==> config.mk <==
export PLATFORM = sky130hd
export DESIGN_NAME = mem_port_arbiter
export DESIGN_NICKNAME = d
export VERILOG_FILES = /design/src/rtl/mem_port_arbiter.sv
export SDC_FILE = /design/constraint.sdc
export NUM_CORES = 1
export LEC_CHECK = 0
export CAP_MARGIN = 20
export CELL_PAD_IN_SITES_DETAIL_PLACEMENT = 2
export CELL_PAD_IN_SITES_GLOBAL_PLACEMENT = 2
export CORE_MARGIN = 10
export CORE_UTILIZATION = 20
export DETAILED_ROUTE_END_ITERATION = 8
export GPL_TIMING_DRIVEN = 0
export PLACE_DENSITY = 0.93
export REMOVE_ABC_BUFFERS = 1
export SYNTH_ARGS = -nofsm -noshare
export SYNTH_HDL_FRONTEND = slang
export SYNTH_SLANG_ARGS = --single-unit
==> constraint.sdc <==
create_clock -name clk -period 4.66 [get_ports clk]
set_input_delay 1.398 -clock clk [delete_from_list [all_inputs] [get_ports clk]]
set_output_delay 1.398 -clock clk [all_outputs]
set_load 0.02 [all_outputs]
==> src/rtl/mem_port_arbiter.sv <==
// Shared memory port arbiter between instruction fetch and the load/store queue.
// Round-robin on ties, one transaction in flight, all memory-side outputs
// come straight from registers latched at grant time. A flush abandons the
// in-flight transaction from the requester's point of view. The memory
// access itself still completes (DRAIN) so the memory never sees an abort.
module mem_port_arbiter (
  input  logic        clk,
  input  logic        reset,
  input  logic        if_read,
  input  logic [15:0] if_address,
  output logic        if_resp,
  output logic [15:0] if_rdata,
  input  logic        lsq_read,
  input  logic        lsq_write,
  input  logic [15:0] lsq_address,
  input  logic [15:0] lsq_wdata,
  input  logic [1:0]  lsq_wmask,
  output logic        lsq_resp,
  output logic [15:0] lsq_rdata,
  input  logic        flush,
  output logic        mem_read,
  output logic        mem_write,
  output logic [15:0] mem_address,
  output logic [15:0] mem_wdata,
  output logic [1:0]  mem_wmask,
  input  logic        mem_resp,
  input  logic [15:0] mem_rdata,
  output logic        busy
);

  typedef enum logic [1:0] {
    IDLE      = 2'd0,
    SERVE_IF  = 2'd1,
    SERVE_LSQ = 2'd2,
    DRAIN     = 2'd3
  } state_t;

  state_t      state_q, state_d;
  logic        last_lsq_q, last_lsq_d;   // 1: last grant went to the LSQ
  logic        rd_q, rd_d;
  logic        wr_q, wr_d;
  logic [15:0] addr_q, addr_d;
  logic [15:0] wdata_q, wdata_d;
  logic [1:0]  wmask_q, wmask_d;

  logic lsq_req;
  assign lsq_req = lsq_read | lsq_write;

  // Memory side is driven only from the latched transaction registers.
  assign mem_read    = rd_q;
  assign mem_write   = wr_q;
  assign mem_address = addr_q;
  assign mem_wdata   = wdata_q;
  assign mem_wmask   = wmask_q;
  assign busy        = (state_q != IDLE);

  // Read data is shared; only the response strobe tells whose it is.
  assign if_rdata  = mem_rdata;
  assign lsq_rdata = mem_rdata;

  // Next-state, grant and response logic.
  always_comb begin
    state_d    = state_q;
    last_lsq_d = last_lsq_q;
    rd_d       = rd_q;
    wr_d       = wr_q;
    addr_d     = addr_q;
    wdata_d    = wdata_q;
    wmask_d    = wmask_q;
    if_resp    = 1'b0;
    lsq_resp   = 1'b0;

    case (state_q)
      IDLE: begin
        // A flush here means the pending requests are stale: grant nothing.
        if (!flush) begin
          if (if_read && (!lsq_req || last_lsq_q)) begin
            state_d    = SERVE_IF;
            last_lsq_d = 1'b0;
            rd_d       = 1'b1;
            wr_d       = 1'b0;
            addr_d     = if_address;
            wdata_d    = 16'h0000;
            wmask_d    = 2'b00;
          end else if (lsq_req) begin
            state_d    = SERVE_LSQ;
            last_lsq_d = 1'b1;
            rd_d       = lsq_read;
            wr_d       = lsq_write;
            addr_d     = lsq_address;
            wdata_d    = lsq_wdata;
            wmask_d    = lsq_wmask;
          end
        end
      end
      SERVE_IF, SERVE_LSQ: begin
        if (mem_resp) begin
          // Flush on the completion cycle still kills the response.
          if (state_q == SERVE_IF) if_resp  = !flush && !reset;
          else                     lsq_resp = !flush && !reset;
          state_d = IDLE;
          rd_d    = 1'b0;
          wr_d    = 1'b0;
        end else if (flush) begin
          state_d = DRAIN;
        end
      end
      DRAIN: begin
        if (mem_resp) begin
          state_d = IDLE;
          rd_d    = 1'b0;
          wr_d    = 1'b0;
        end
      end
      default: state_d = IDLE;
    endcase
  end

  // State and latched-transaction registers.
  always_ff @(posedge clk) begin
    if (reset) begin
      state_q    <= IDLE;
      last_lsq_q <= 1'b1;
      rd_q       <= 1'b0;
      wr_q       <= 1'b0;
      addr_q     <= 16'h0000;
      wdata_q    <= 16'h0000;
      wmask_q    <= 2'b00;
    end else begin
      state_q    <= state_d;
      last_lsq_q <= last_lsq_d;
      rd_q       <= rd_d;
      wr_q       <= wr_d;
      addr_q     <= addr_d;
      wdata_q    <= wdata_d;
      wmask_q    <= wmask_d;
    end
  end

endmodule

[Word level (Yosys, flattened, before mapping)]
Cells that the tools add are included.
Word-level totals
  flip-flop bits (word level): 39
  input port bits: 73
  output and inout port bits: 71
Cells by class
  equal/unequal tests: 8
  multiplexer cells: 30
  bitwise gates (word level): 2
  reductions and logical operators: 14
Operators with widths (number)
  16-bit 2-to-1 mux: 4
  2-bit 2-to-1 mux: 8
  1-bit 2-to-1 mux: 15
  3-bit != test (second input constant): 2
  2-bit case mux with 3 select lines: 1
  3-bit AND reduction: 2
  2-bit == test (second input constant): 2
  2-bit != test (second input constant): 2
  1-bit case mux with 2 select lines: 2
  4-bit AND reduction: 1
  2-bit nonzero test: 2
  1-bit logical NOT: 3
  3-bit OR reduction: 1
  2-bit by 1-bit == test with 1-bit output (second input constant): 1
  1-bit logical AND: 2
  2-bit logical NOT: 1
  2-bit by 1-bit != test with 1-bit output (second input constant): 1
  2-bit OR reduction: 1
  1-bit logical OR: 1
  1-bit NOT: 1
  1-bit OR: 1

[Depth between registers and ports, before layout]
  depth in word-level cells: 7
  depth in mapped cells: 7
  depth with buffers taken out: 6

[Least setup slack after synthesis]
Ideal clock, no wire load.
  path type: in2out
  start: in reset
  end: out lsq_resp
  arrival time: 2.410 ns
  required time: 3.262 ns
  slack: 0.852 ns
  stages on the path: 3
  path buffers: 2
  path through: clkbuf_1 > clkbuf_1 > nor4_1
On the way
  word-level cells in the longest chain between the ends: 5
Ends and longest elaborated chain
  from (decl): RTL line 8  | input logic reset,
  1-bit logical NOT: RTL line 100  | else lsq_resp = !flush && !reset;
  1-bit logical AND: RTL line 100
  1-bit 2-to-1 mux: RTL line 99  | if (state_q == SERVE_IF) if_resp = !flush && !reset;
  1-bit 2-to-1 mux: RTL line 97  | if (mem_resp) begin
  1-bit 2-to-1 mux: RTL line 73  | case (state_q)
  to (decl): RTL line 18  | output logic lsq_resp,
No other way between the ends.

[Worst setup path in the final report]
  start: in flush
  end: out if_resp
On the way
  word-level cells in the longest chain between the ends: 5
Ends and longest elaborated chain
  from (decl): RTL line 20  | input logic flush,
  1-bit logical NOT: RTL line 99
  1-bit logical AND: RTL line 99
  1-bit 2-to-1 mux: RTL line 99
  1-bit 2-to-1 mux: RTL line 97
  1-bit 2-to-1 mux: RTL line 73
  to (decl): RTL line 11  | output logic if_resp,
No other way between the ends.

==> results.py <==
metrics = {
    "synth": {
        "synth_top_flop_cell": "dfxtp_1",
        "synth_seq_area_share": 0.372,
        "synth.top_cell.area_share": 0.372,
        "synth_top_area_cell": "dfxtp_1",
        "async_reset_ff_frac": 0,
        "syn_inst": 244,
        "synth_cell_types": 35,
        "synth_edf_count": 0,
        "avgSynthCellArea_um2": 8.60,
        "ys_seq_elements": 39,
        "synth_most_common_cell": "dfxtp_1",
        "synthTopCellsByArea": "dfxtp_1 (37%), buf_4 (13%), nand3_1 (8.3%)",
        "yosysWarnings": 0,
        "synth_area_um2": 2100,
        "synth_common_cells": "dfxtp_1 (39), buf_4 (35), nand3_1 (35)",
    },
    "final_layout": {
        "insertedDiodeCount": 0,
        "drive_above_1_share": 0.127,
        "fillers": 1190,
        "final_util": 0.293,
        "final_nets": 376,
        "regArea_um2": 781,
        "area_delta_synth_final_pct": 43.4,
        "multiInputGateArea_um2": 957,
        "layout.cells.non_filler": 435,
    },
    "timing": {
        "fmax_mhz": 229,
        "setup_tns_ns": 0,
        "rsz0062_at_grt": "no",
        "layout_setup_ws_ns": 0.296,
        "hold_viol_final": 0,
        "slew_headroom": 0.263,
        "worst_slew_pin_slew_ns": 1.10,
        "fin_crit_ns": 4.36,
        "drv_slew": 0,
        "min_period_over_period": 0.936,
        "skew_ns": 0.00600,
        "setup_viol": 0,
    },
    "routing": {
        "dr.pass1.iters": 3,
        "drtIter0Drc": 70,
        "vias": 1995,
        "wl_per_cell_um": 20.0,
        "routed_wl_um": 8710,
        "ant_nets": 0,
        "vias_per_cell": 4.59,
        "drc": 0,
    },
    "grt": {
        "gr-total-overflow": 0,
        "grt_use_total": 0.113,
        "antenna_found_initial": 0,
        "grt_start_max_net_pins": 37,
        "grt_pass1_wl_um": 13300,
        "grt_pass1_vias": 2305,
    },
    "floorplanning": {
        "row_count": 37,
        "die_h_um": 122,
        "dieArea_um2": 15000,
        "start_util": 0.204,
        "boundaryPins": 144,
        "chipWidth_um": 122,
        "fp.coreArea_um2": 10300,
    },
    "worst_setup_path": {
        "cp-end-kind": "output pin",
        "start_kind": "input port",
        "crit_required_ns": 3.26,
        "r2r_cells": 7,
        "critPathMaxFanout": 6,
        "critPathKind": "input port to output pin",
        "worst_ep_arrival_time_ns": 2.97,
    },
    "place": {
        "port_buffers": 95,
        "finalWeightedCongestion": 0.679,
        "dp_hpwl_um": 6570,
        "dp.cells": 428,
        "dp_worst_setup_slack_ns": 0.286,
    },
    "hold_path": {
        "holdPathStages": 2,
        "hold_class": "flip-flop to flip-flop",
    },
    "power": {
        "switching_power_mw": 0.598,
        "combPwrFrac": 0.520,
        "ir_drop_mv": 0.217,
        "p_leak_nw": 1.01,
        "cellPowerDensity_nw_per_um2": 478,
        "p_sw_frac": 0.416,
        "p_seq_frac": 0.313,
        "p_int_mw": 0.841,
        "clockPowerShare": 0.167,
    },
    "clock_tree": {
        "htree_levels": 2,
        "tritoncts_num_sinks": 39,
        "clk-insertion-delay-late_ns": 0.29,
        "clk_pin_slew_ns": 0.08,
        "post-cts-setup-buffer-count": 0,
        "post_cts_resize_count": 0,
        "clockBufferDepth": 2,
        "cts_buffers": 5,
        "cts-root-buf": "clkbuf_8",
        "cts.hold.buffers_added": 0,
        "tritoncts": "built",
    },
    "run": {
        "cap_viol_max_count": 0,
    },
    "status": {
        "status": "finished, final reports clean",
    },
}
[state kept, by name (all words and copies together), names as in the netlist]
| register | flops |
|---|---|
| last_lsq_q | 1 |
| mem_address | 16 |
| mem_read | 1 |
| mem_wdata | 16 |
| mem_wmask | 2 |
| mem_write | 1 |
| state_q | 2 |
[layer usage]
metal / track usage / wire length [um] / up-vias
li1: - / - / 930
met1: 0.128 / 3670 / 979
met2: 0.198 / 4300 / 84
met3: 0.0491 / 732 / 2
met4: 0.0155 / 9 / 0
met5: 0 / 0 / -
[metrics by stage]
stage	area (um^2)	hold WS (ns)	total power [mW]
after CTS	3010	0.461	1.48
after global placement	2870	0.438	1.16
after floorplan	1750	0.443	0.866
final	3010	0.453	1.44
after detailed placement	2920	0.449	1.22
after global routing	3010	0.472	1.55
[worst max-delay path, cell delays in order]
cell and delay (ns):
clkdlybuf4s50_1 0.54, nor4b_1 0.35, clkdlybuf4s50_1 0.67
[path summary, 6_finish.rpt]
path / slack, ns / startpoint / endpoint
max reg2reg: 2.55 / state_q[1] / mem_address[9]
min reg2reg: 0.45 / mem_wdata[9] / mem_wdata[9]
max: 0.30 / flush / if_resp
min: 0.45 / mem_wdata[9] / mem_wdata[9]
[power groups by stage]
| stage | clock, mW | sequential [mW] | combinational, mW |
|---|---|---|---|
| after floorplan | 0 | 0.533 | 0.333 |
| after global routing | 0.268 | 0.463 | 0.822 |
| after global placement | 0 | 0.456 | 0.703 |
| final | 0.240 | 0.451 | 0.749 |
| after detailed placement | 0 | 0.461 | 0.763 |
| after CTS | 0.258 | 0.453 | 0.767 |
[kinds of logic after synthesis]
logic type | after synthesis | synth area share
flip-flops | 39 | 0.372
adder cells (fa/ha/maj) | 4 | 0.0238
AO/OA/AOI/OAI | 66 | 0.237
AND/OR/NAND/NOR | 82 | 0.195
buffers and inverters | 53 | 0.172
[final cells by class]
class                           instances  share of cell area
Tap cell                              136              0.0565
Sequential cell                        39               0.259
Inverter                                4             0.00499
Clock inverter                          1             0.00166
Timing Repair Buffer                   97               0.332
Multi-Input combinational cell        152               0.318
Clock buffer                            6              0.0274
[placed cells by master (no fill, tap or decap), types with 2 or more instances in the layout]
master / instances
nor2_1: 17
a211oi_2: 11
a21oi_2: 11
clkbuf_8: 6
a21oi_1: 28
inv_1: 3
clkdlybuf4s50_1: 94
nand3_1: 35
a311oi_1: 3
dfxtp_1: 39
a211oi_1: 4
buf_16: 2
o21ai_0: 2
ha_1: 4
nand2_1: 20
Note: power is estimated with default switching activity, not from simulation.
